--- src/rtl/rv32_pkg.sv ---
// rv32_pkg: constants and encodings shared by the RV32 front-end stages.
// Holds the NOP used to fill an empty decode slot, the default reset PC,
// the fetch FSM state encoding and a word-alignment helper.
package rv32_pkg;

   // addi x0,x0,0 -- shown to decode whenever no valid instruction is held
   localparam logic [31:0] NOP_INSTR = 32'h0000_0013;
   localparam logic [31:0] RESET_PC  = 32'h0000_0000;

   // REQ: request pending; WAIT: granted, awaiting response;
   // DRAIN: granted request was killed, its response will be thrown away
   typedef enum logic [1:0] {
      ST_REQ   = 2'd0,
      ST_WAIT  = 2'd1,
      ST_DRAIN = 2'd2
   } fetch_state_e;

   // Force an address down to a 4-byte boundary
   function automatic logic [31:0] align_word(input logic [31:0] i_addr);
      return {i_addr[31:2], 2'b00};
   endfunction

endpackage

--- src/rtl/fetch_pc.sv ---
// fetch_pc: program counter for the fetch stage. Holds the PC, advances it
// by 4 when a request is issued, and loads a word-aligned redirect target.
// Optional feature macro: FETCH_MISALIGN_CHECK_EN -- when defined, a
// redirect whose target has nonzero low bits raises o_misalign for exactly
// the following cycle; otherwise o_misalign is tied low.
module fetch_pc
   import rv32_pkg::*;
#(
   parameter logic [31:0] P_RESET_PC = RESET_PC
) (
   input  logic        clk,
   input  logic        rst,
   input  logic        i_advance,
   input  logic        i_redirect,
   input  logic [31:0] i_target,
   output logic [31:0] o_pc,
   output logic        o_misalign
);

   logic [31:0] r_pc;

   // PC register: redirect wins over the sequential +4 step (wraps mod 2^32)
   // NOTE: state is updated with non-blocking assignments so every register
   // samples pre-edge values, independent of process evaluation order.
   always_ff @(posedge clk or posedge rst) begin
      if (rst) begin
         r_pc <= P_RESET_PC;
      end else if (i_redirect) begin
         r_pc <= align_word(i_target);
      end else if (i_advance) begin
         r_pc <= r_pc + 32'd4;
      end
   end

   assign o_pc = r_pc;

`ifdef FETCH_MISALIGN_CHECK_EN
   logic r_misalign;

   // Misalignment flag: one-cycle pulse after a redirect to an unaligned target
   always_ff @(posedge clk or posedge rst) begin
      if (rst) begin
         r_misalign <= 1'b0;
      end else begin
         r_misalign <= i_redirect && (i_target[1:0] != 2'b00);
      end
   end

   assign o_misalign = r_misalign;
`else
   // Low target bits are dropped silently when the check is compiled out
   logic w_unused_target_lsbs;
   assign w_unused_target_lsbs = ^i_target[1:0];
   assign o_misalign           = 1'b0;
`endif

endmodule

--- src/rtl/fetch_stage.sv ---
// fetch_stage: RV32 instruction-fetch stage feeding decode_ctl.
// Issues one instruction-memory request at a time, holds the returned word
// and its PC in a valid/ready output register, and applies execute-stage
// redirects, draining any wrong-path response still in flight.
// Optional feature macro: FETCH_MISALIGN_CHECK_EN (see fetch_pc).
module fetch_stage
   import rv32_pkg::*;
(
   input  logic        clk,
   input  logic        rst,
   input  logic        pc_sel,
   input  logic [31:0] pc_target,
   output logic        imem_req,
   output logic [31:0] imem_addr,
   input  logic        imem_gnt,
   input  logic        imem_rvalid,
   input  logic [31:0] imem_rdata,
   output logic [31:0] instr_dec,
   output logic [31:0] pc_dec,
   output logic        valid_dec,
   input  logic        ready_dec,
   output logic        misalign_err
);

   fetch_state_e r_state;
   fetch_state_e w_state_nxt;

   logic [31:0] r_req_pc;
   logic [31:0] r_instr;
   logic [31:0] r_pc_dec;
   logic        r_valid;

   logic [31:0] w_pc;
   logic        w_misalign;
   logic        w_issue;
   logic        w_advance;
   logic        w_load;

   // A request may only go out when the output slot is empty or emptying now
   assign imem_req  = (r_state == ST_REQ) && (!r_valid || ready_dec);
   assign w_issue   = imem_req && imem_gnt;
   // A grant coinciding with a redirect is wrong-path: PC takes the target
   assign w_advance = w_issue && !pc_sel;
   // A response arriving with a redirect is discarded
   assign w_load    = (r_state == ST_WAIT) && imem_rvalid && !pc_sel;

   fetch_pc u_fetch_pc (
      .clk        (clk),
      .rst        (rst),
      .i_advance  (w_advance),
      .i_redirect (pc_sel),
      .i_target   (pc_target),
      .o_pc       (w_pc),
      .o_misalign (w_misalign)
   );

   // Next-state logic for the single-outstanding-request fetch FSM
   // NOTE: the next state is defaulted to the current one before the case so
   // that no path leaves it unassigned, which would otherwise infer a latch.
   always_comb begin
      w_state_nxt = r_state;
      unique case (r_state)
         ST_REQ: begin
            if (w_issue) begin
               w_state_nxt = pc_sel ? ST_DRAIN : ST_WAIT;
            end
         end
         ST_WAIT: begin
            if (imem_rvalid) begin
               w_state_nxt = ST_REQ;
            end else if (pc_sel) begin
               w_state_nxt = ST_DRAIN;
            end
         end
         ST_DRAIN: begin
            if (imem_rvalid) begin
               w_state_nxt = ST_REQ;
            end
         end
         default: w_state_nxt = ST_REQ;
      endcase
   end

   // FSM state register
   always_ff @(posedge clk or posedge rst) begin
      if (rst) begin
         r_state <= ST_REQ;
      end else begin
         r_state <= w_state_nxt;
      end
   end

   // Remember the address of the request in flight to tag its response
   always_ff @(posedge clk or posedge rst) begin
      if (rst) begin
         r_req_pc <= 32'h0;
      end else if (w_advance) begin
         r_req_pc <= w_pc;
      end
   end

   // Decode output register: redirect flush, then load, then consumption
   always_ff @(posedge clk or posedge rst) begin
      if (rst) begin
         r_valid  <= 1'b0;
         r_instr  <= NOP_INSTR;
         r_pc_dec <= 32'h0;
      end else if (pc_sel) begin
         r_valid <= 1'b0;
         r_instr <= NOP_INSTR;
      end else if (w_load) begin
         r_valid  <= 1'b1;
         r_instr  <= imem_rdata;
         r_pc_dec <= r_req_pc;
      end else if (r_valid && ready_dec) begin
         r_valid <= 1'b0;
         r_instr <= NOP_INSTR;
      end
   end

   assign imem_addr    = w_pc;
   assign instr_dec    = r_instr;
   assign pc_dec       = r_pc_dec;
   assign valid_dec    = r_valid;
   assign misalign_err = w_misalign;

endmodule

--- config.mk ---
export PLATFORM = sky130hd
export DESIGN_NAME = fetch_stage
export DESIGN_NICKNAME = d
export VERILOG_FILES = /design/src/rtl/rv32_pkg.sv /design/src/rtl/fetch_pc.sv /design/src/rtl/fetch_stage.sv
export SDC_FILE = /design/constraint.sdc
export NUM_CORES = 1
export LEC_CHECK = 0
export ABC_AREA = 1
export ABC_CLOCK_PERIOD_IN_PS = 10400
export CAP_MARGIN = 20
export CORE_MARGIN = 1.5
export CORE_UTILIZATION = 45
export CTS_CLUSTER_SIZE = 12
export DETAILED_ROUTE_END_ITERATION = 16
export PLACE_DENSITY_LB_ADDON = 0.08
export REMOVE_ABC_BUFFERS = 1
export SKIP_LAST_GASP = 1
export SLEW_MARGIN = 20
export SYNTH_ARGS = -nofsm -noshare
export SYNTH_HDL_FRONTEND = slang
export SYNTH_SLANG_ARGS = --single-unit
--- constraint.sdc ---
create_clock -name clk -period 10.4 [get_ports clk]
set_input_delay 3.12 -clock clk [delete_from_list [all_inputs] [get_ports clk]]
set_output_delay 3.12 -clock clk [all_outputs]
set_load 0.02 [all_outputs]
==> impl.org, run 1 <==
** Synth
- A synthesized cell averages 7.70 um2.
- Number of synthesized flops with an enable pin :: 0
- Flip-flop and latch count after synthesis :: approximately 130
- The most common cell in the synthesized netlist is nand2_1.
- After synthesis, the most frequently instantiated cells are nand2_1 (300), dfrtp_1 (122), nand3_1 (83).
- By area the synthesized netlist is led by dfrtp_1 (51%), nand2_1 (19%), nand3_1 (6.9%).
- Leading area contributor after synthesis :: dfrtp_1
- The mapped netlist covers around 0.006 mm2.
- After synthesis, the largest area contributor takes up between 50% and 60% of total cell area.
- In the synthesized netlist the dominant register cell turns out to be dfrtp_1.
- Synthesis instantiated 35 different standard cells from the library.
- Part of the Yosys area used for sequential elements :: roughly 52%
- Fraction of registers with async set or reset after synthesis :: 100%
- Count of mapped cells out of synthesis :: around 800
- Count of warnings emitted by yosys :: 0

** STA
- Worst setup slack after layout :: 2.70 ns
- Summed over all failing endpoints, the final setup total negative slack is 0 ns.
- Worst Hold Slack :: approximately 0.46 ns
- At the pin with the least slew margin, the transition time is roughly 1.1 ns.
- In the finished design, the share of the clock period the worst path needs comes to 74.0%.
- Unrepaired setup endpoints after global routing :: no
- Max Transition Viols Final :: 0
- Derived from the worst setup path, the maximum achievable clock frequency is about 0.13 GHz.
- Count of endpoints failing hold in the final timing report :: 0
- Post-Route Skew :: roughly 0.0056 ns
- Slew headroom :: around a quarter
- Setup violations remaining at the end of the flow were counted as 0.
- For the finished layout, the period the worst path requires is between 7 and 8 ns.

** Setup path
- Cell occurring most often along the worst timing path :: clkdlybuf4s50_1
- On the critical path, the stage with the largest delay is an instance of clkdlybuf4s50_1.
- The critical path in this run is classified as primary input to output port.
- STA classifies the critical path endpoint as an output port.
- Required time of the critical path :: 7.28 ns
- Of all nets on the critical path, the largest fanout is 4.
- Delay contributed by the slowest stage of the critical path :: approximately 0.6 ns
- STA classifies the critical path startpoint as a primary input.
- Data arrives at the worst endpoint at roughly 4.6 ns.
- List of cells traversed by the critical path :: clkdlybuf4s50_1 -> inv_1 -> nand2_1 -> and2_1 -> clkdlybuf4s50_1
- Reg-to-reg setup timing slack :: about 7.4 ns

** Global routing
- Total routing usage reported by global routing :: between 20% and 30%
- Busiest grt layer :: met2
- Global-route congestion overflow total :: 0
- The via count of the first global-routing pass was 5,316.
- Global routing used 39.7% of the available met2 tracks.
- Entering global routing, the biggest net connects 78 pins.
- Global routing used 5.50% of the available met3 tracks.
- The number of antenna violations at the first check in global routing came to 0.
- Global-route wire length before repair :: between 20,000 and 30,000 um
- For met1 alone, demand over resource in global routing was 31.0%.

** Clock network
- Clock tree from TritonCTS :: done
- CTS Root Buffer Type :: clkbuf_16
- CTS resizes :: 0
- Buffers inserted to repair hold after CTS numbered 0.
- In this run the post-CTS setup repair buffer count came out at 0.
- Clock sink count :: 125
- Clk slew on worst S/H paths :: approximately 0.05 ns
- The clock tree synthesis step divided the H-tree into 4 levels.
- Skew-Pair Late Insertion Delay :: between 0.4 and 0.5 ns
- Clock tree synthesis inserted a total of 17 buffers.
- No sink is reached through more buffers than the 2 on the longest clock path.

** Floorplan
- In this run the vertical extent of the chip is ~120 um.
- I/O pin count :: 169
- Row generation in the floorplan step produced 42 rows.
- The core region is 0.0131 mm2.
- Once the floorplan was initialized, standard cells occupied approximately 46% of the core.
- In this run the horizontal extent of the chip is 119 um.
- The die covers roughly 0.014 mm2.

** Cells and area
- Measured on the finished design, the core utilization comes to about 63%.
- Total of fill cells in the finished design :: roughly 1,200
- Once layout is done, the placed cells without fillers occupy around 0.0083 mm2.
- Number of nets at the end of the flow :: roughly 1,000
- The post-route netlist has approximately 6.0% of its cells at a drive strength greater than 1.
- Ant. Diodes :: 0
- Layout Area Growth over Synthesis :: 37.6%
- Summing all multi-input logic gate instances after layout gives approximately 0.0024 mm2.
- FF+latch area :: around 0.0031 mm2

** Pwr
- The worst-case IR drop observed on VDD is 0.154 mV.
- P_leak :: between 3 and 4 nW
- Pwr/cell area :: 239 mW/mm2

** Detailed routing
- After detailed routing, the total wire length is 15,900 um.
- Number of antenna-violating nets in the routed design :: 0
- After detailed routing, the number of vias per cell comes to 4.87.
- The detailed router finished its first iteration with ~240 violations.
- WL per Instance :: about 14 um
- Number of optimization iterations in the first detailed-route pass :: 5
- DR vias :: ~5,500
- DRC violations left :: 0

** Place
- The count of buffers added on input and output ports is around 160.
- Placed Area :: 0.00768 mm2
- Detailed placement HPWL :: approximately 11,000 um
- At the end of routability-driven placement, the weighted congestion stood at between 0.8 and 0.9.
- Post-place setup slack :: 2.71 ns

** Worst hold path
- Path category of the worst min-delay check :: register to register

** Run
- Max-cap violation count :: 0

** Outcome
- The flow ran to the end, and the final reports show no timing, DRC or antenna violations.
stage by stage:
| step | power (mW) | instances |
|---|---|---|
| floorplan | 1.08 | 748 |
| CTS | 1.99 | 1120 |
| detailed placement | 1.39 | 1088 |
| global route | 2.10 | 1120 |
| finish | 1.98 | 1120 |
| global placement | 1.37 | 1088 |
layout make-up:
type / instances / area share, %
flip-flops and latches: 125 / 37.9
multi-input cells: 547 / 29.0
repair buffers: 164 / 19.8
clock buffers: 25 / 5.87
inverters: 76 / 3.51
well taps: 176 / 2.66
clock inverters: 7 / 1.33
report_power, final:
part           leakage, nW  internal (mW)  switching (mW)
clock                0.295          0.394           0.202
combinational         2.07          0.277           0.356
sequential            1.58          0.639           0.109
path summary, 6_finish.rpt:
kind / start / endpoint / cells past startpoint
hold / removal: r_req_pc[16]$_DFFE_PP0P_ / pc_dec[16]$_DFFE_PP0P_ / 2
hold reg to reg: r_req_pc[16]$_DFFE_PP0P_ / pc_dec[16]$_DFFE_PP0P_ / 2
min in group asynchronous: rst / instr_dec[16]$_DFFE_PP0P_ / 2
setup / recovery: ready_dec / imem_req / 5
setup reg to reg: r_state[1]$_DFFE_PP0P_ / r_req_pc[2]$_DFFE_PP0P_ / 5
max in group asynchronous: rst / pc_dec[29]$_DFFE_PP0P_ / 3
flip-flops by register name, summed over array words and instances, names as in the netlist:
register / flops
u_fetch_pc.o_pc: 30
r_req_pc: 30
valid_dec: 1
r_state: 2
pc_dec: 30
instr_dec: 32
routing by layer:
metal / wire length, um / part of all wire (%)
met5: 0 / 0
met4: 242 / 1.5
met3: 792 / 5.0
met2: 7590 / 48
met1: 7310 / 46
critical path, delay by kind of cell:
kind                   cells  cell delay (ns)
AND/OR/NAND/NOR            2             0.31
buffers and inverters      3             1.14
kinds of logic (layout without fill, tap and decap cells):
| family | after synthesis | after routing | share of synthesized area, % |
|---|---|---|---|
| other | 1 | 5 | 0.0624 |
| AOI/OAI and AO/OA | 59 | 59 | 5.35 |
| DFF | 125 | 125 | 52.1 |
| and+or+nand+nor | 477 | 477 | 33.3 |
| xor gates and xnor gates | 5 | 5 | 0.728 |
| buffers and inverters | 113 | 272 | 8.30 |
| adders and majority gates | 1 | 1 | 0.208 |
cells in the final DEF (no fill, tap or decap), types with 2 or more instances in the layout:
cell and n:
nand2_1 300, clkdlybuf4s50_1 161, dfrtp_1 122, nand3_1 83, inv_1 72, nor2_1 72, o21ai_0 38, clkbuf_16 17
nor2_2 9, a21oi_1 7, conb_1 5, clkbuf_1 5, nor2_4 4, xor2_1 4, clkinv_2 4, o22ai_1 3
o21ai_1 3, o211ai_1 3, clkbuf_8 3, bufinv_16 3, dfstp_2 3, buf_4 3, inv_4 2, nand2_2 2
inv_2 2, and2_1 2
(Power assumes the default switching activity.)
==> inputs of run 2 (changes only) <==
ABC_CLOCK_PERIOD_IN_PS = 7400   (was 10400)
clock period = 7.4 ns   (was 10.4 ns; I/O delays follow)
==> run 2 against run 1 <==
Against the previous run:
- combinational power is 40% higher
- clock-buffer cell count unchanged
- sequential power rose by 40%
- critical endpoint unchanged
- highest routed layer unchanged
==> impl.org, run 2 (synthesis results as in run 1) <==
** Clock network
- No sink is reached through more buffers than the 2 on the longest clock path.
- CTS Root Buffer Type :: clkbuf_16
- At the later pin of the worst-skew pair, clock insertion delay measures 0.41 ns.
- Clock tree from TritonCTS :: done
- Clock buffers created by TritonCTS :: 17
- Clock sink count :: approximately 130
- The clock tree synthesis step divided the H-tree into 4 levels.
- Post-CTS setup buffers :: 0
- Clock-pin slew was measured on the worst setup and hold paths at approximately 0.050 ns.
- After clock tree synthesis, the flow added hold-fix buffers numbering 0.
- Gates resized during post-CTS repair numbered 0.

** Cells and area
- Number of nets at the end of the flow :: approximately 1,000
- In the final layout, the multi-input gates occupy around 0.0024 mm2.
- Relative to the synthesized area, the layout overhead comes to 37.9%.
- Excluding fillers, the count of instances in the completed layout stands at roughly 1,100.
- Number of flip-flops under the largest register name :: 32
- Leading cell types in the layout, fill and taps excluded :: nand2_1 (300), clkdlybuf4s50_1 (161), dfrtp_1 (122)
- Across the whole layout, storage elements account for around 0.0031 mm2.
- Fraction of layout cells with a size suffix above 1 :: 5.93%
- Ant. Diodes :: 0
- Most common cell after layout, fill and taps aside :: nand2_1
- After filler insertion, the fill cell instance count of the layout stands at ~1,200.

** Pwr
- Across the VDD grid, the largest voltage drop is slightly below 0.2 mV.
- Pwr/cell area :: between 300 and 400 mW/mm2
- In this run the static leakage power is a little under 4 nW.

** Worst hold path
- In this run the most critical hold path is launched from r_req_pc[16]$_DFFE_PP0P_.
- The worst hold path belongs to the class register to register.
- Worst Hold Depth :: 2
- Hold Path End :: pc_dec[16]$_DFFE_PP0P_

** Detailed routing
- DRC marker count from the first detailed-route iteration :: between 300 and 400
- In the routed design, unresolved DRC markers number 0.
- Dividing the detail-routed via count by the number of cells gives 4.83.
- After detailed routing, the average wire length per cell comes to between 10 and 15 um.
- The detail route stage leaves a number of antenna-violating nets equal to 0.
- The routed layout has about 5,400 vias.
- Number of optimization iterations in the first detailed-route pass :: 5
- Post-Route WL :: between 15,000 and 20,000 um

** Floorplan
- For this configuration, the core starts out at a cell density of around 46%.
- Measured along the x axis, the die boundary spans roughly 120 um.
- I/O pin count :: approximately 170
- Total die area :: roughly 0.014 mm2
- Number of rows created at floorplan :: 42
- Core Footprint :: about 0.013 mm2
- From bottom edge to top edge, the die measures about 120 um.

** STA
- For the pin with the worst max-slew slack, the measured transition is about 1 ns.
- Slew headroom :: approximately 33%
- Setup violations remaining at the end of the flow were counted as 0.
- Peak clock frequency supported by timing :: approximately 0.17 GHz
- Setup repair after global routing left no endpoint under its margin.
- Post-layout minimum cycle time :: between 5 and 6 ns
- Across the routed clock network, the largest skew measured is between 0.006 and 0.007 ns.
- Worst Hold Slack :: approximately 0.47 ns
- Count of endpoints failing hold in the final timing report :: 0
- Dividing the final minimum period by the clock period gives about four fifths.
- For the final routed database, the setup TNS stands at 0 ns.
- Max Transition Viols Final :: 0

** Place
- The HPWL after detailed placement is ~10,000 um.
- PortBufs :: roughly 160
- Dpl cells :: roughly 1,100
- At the end of routability-driven placement, the weighted congestion stood at around 0.81.

** Global routing
- Global-route wire length before repair :: between 20,000 and 30,000 um
- Total routing usage reported by global routing :: 23.2%
- Entering global routing, the biggest net connects 69 pins.
- Global-route congestion overflow total :: 0
- The number of antenna violations at the first check in global routing came to 0.
- The via count of the first global-routing pass came to approximately 5,300.

** Setup path
- At the worst endpoint, the required time is between 5 and 6 ns.
- Classification of the worst setup path :: primary input to output port
- Critical-path maximum fanout :: 4
- Across all register-to-register paths, the minimum setup slack is 4.70 ns.
- The worst setup path is launched from a primary input.
- Arrival time worst endpoint :: around 3.7 ns
- Counting cells, the worst reg-to-reg path comes to 5.
- The worst setup path is captured at an output port.
- In this run the critical register-to-register path is captured at u_fetch_pc.o_pc[2]$_DFFE_PP0P_.
- In this run the critical register-to-register path is launched from r_state[1]$_DFFE_PP0P_.

** Run
- Max-cap violations in this run came to 0.

** Outcome
- The flow ran to the end, and the final reports show no timing, DRC or antenna violations.
## run 2: cell types whose count changed in the layout (fill, tap and decap cells not counted), sizes merged
cell,delta
clkinvlp,+1
inv,-1
clkinv,-1
bufinv,+1
## run 2: routing by layer
layer / track usage (%) / vias up / wire (um)
met5: 0 / - / 0
met4: 8.43 / 0 / 195
met3: 4.97 / 15 / 761
met2: 38.0 / 159 / 7410
met1: 30.6 / 2512 / 7160
li1: - / 2727 / -
## run 2: worst max-delay path by stage
stage,startpoint,end,slack [ns],cells after the start
after floorplan,rst,instr_dec[10]$_DFFE_PP0P_,1.86,1
after global placement,ready_dec,imem_req,1.52,5
after detailed placement,ready_dec,imem_req,1.48,5
after CTS,ready_dec,imem_req,1.47,5
after global routing,ready_dec,imem_req,1.41,5
final,ready_dec,imem_req,1.48,5
## run 2: cell type report
class                      instances  share of cell area, %
clock buffer                      25                   5.73
clock inverter                     7                   1.66
inverter                          76                   3.50
multi-input combinational        547                   29.0
sequential                       125                   37.8
tap                              176                   2.66
timing repair buffer             164                   19.7
## run 2: metrics by stage
step / area [um2] / setup WS [ns] / util, % / power (mW)
2_1_floorplan: 5820 / 1.86 / - / 1.52
3_3_place_gp: 7680 / 1.52 / 58.4 / 1.92
3_5_place_dp: 7680 / 1.48 / 58.4 / 1.95
4_1_cts: 8290 / 1.47 / 63.1 / 2.82
5_1_grt: 8290 / 1.41 / 63.1 / 2.97
6_report: 8290 / 1.48 / 63.1 / 2.80
## run 2: power breakdown
part           internal, mW  switching [mW]  total [mW]
registers             0.898           0.155        1.05
logic                 0.389           0.496       0.885
clock network         0.580           0.285       0.865
total                  1.87           0.936        2.80
## run 2: critical path: stages
cell and delay, ns:
clkdlybuf4s50_1 0.51, inv_1 0.05, nand2_1 0.16, and2_1 0.16
clkdlybuf4s50_1 0.60
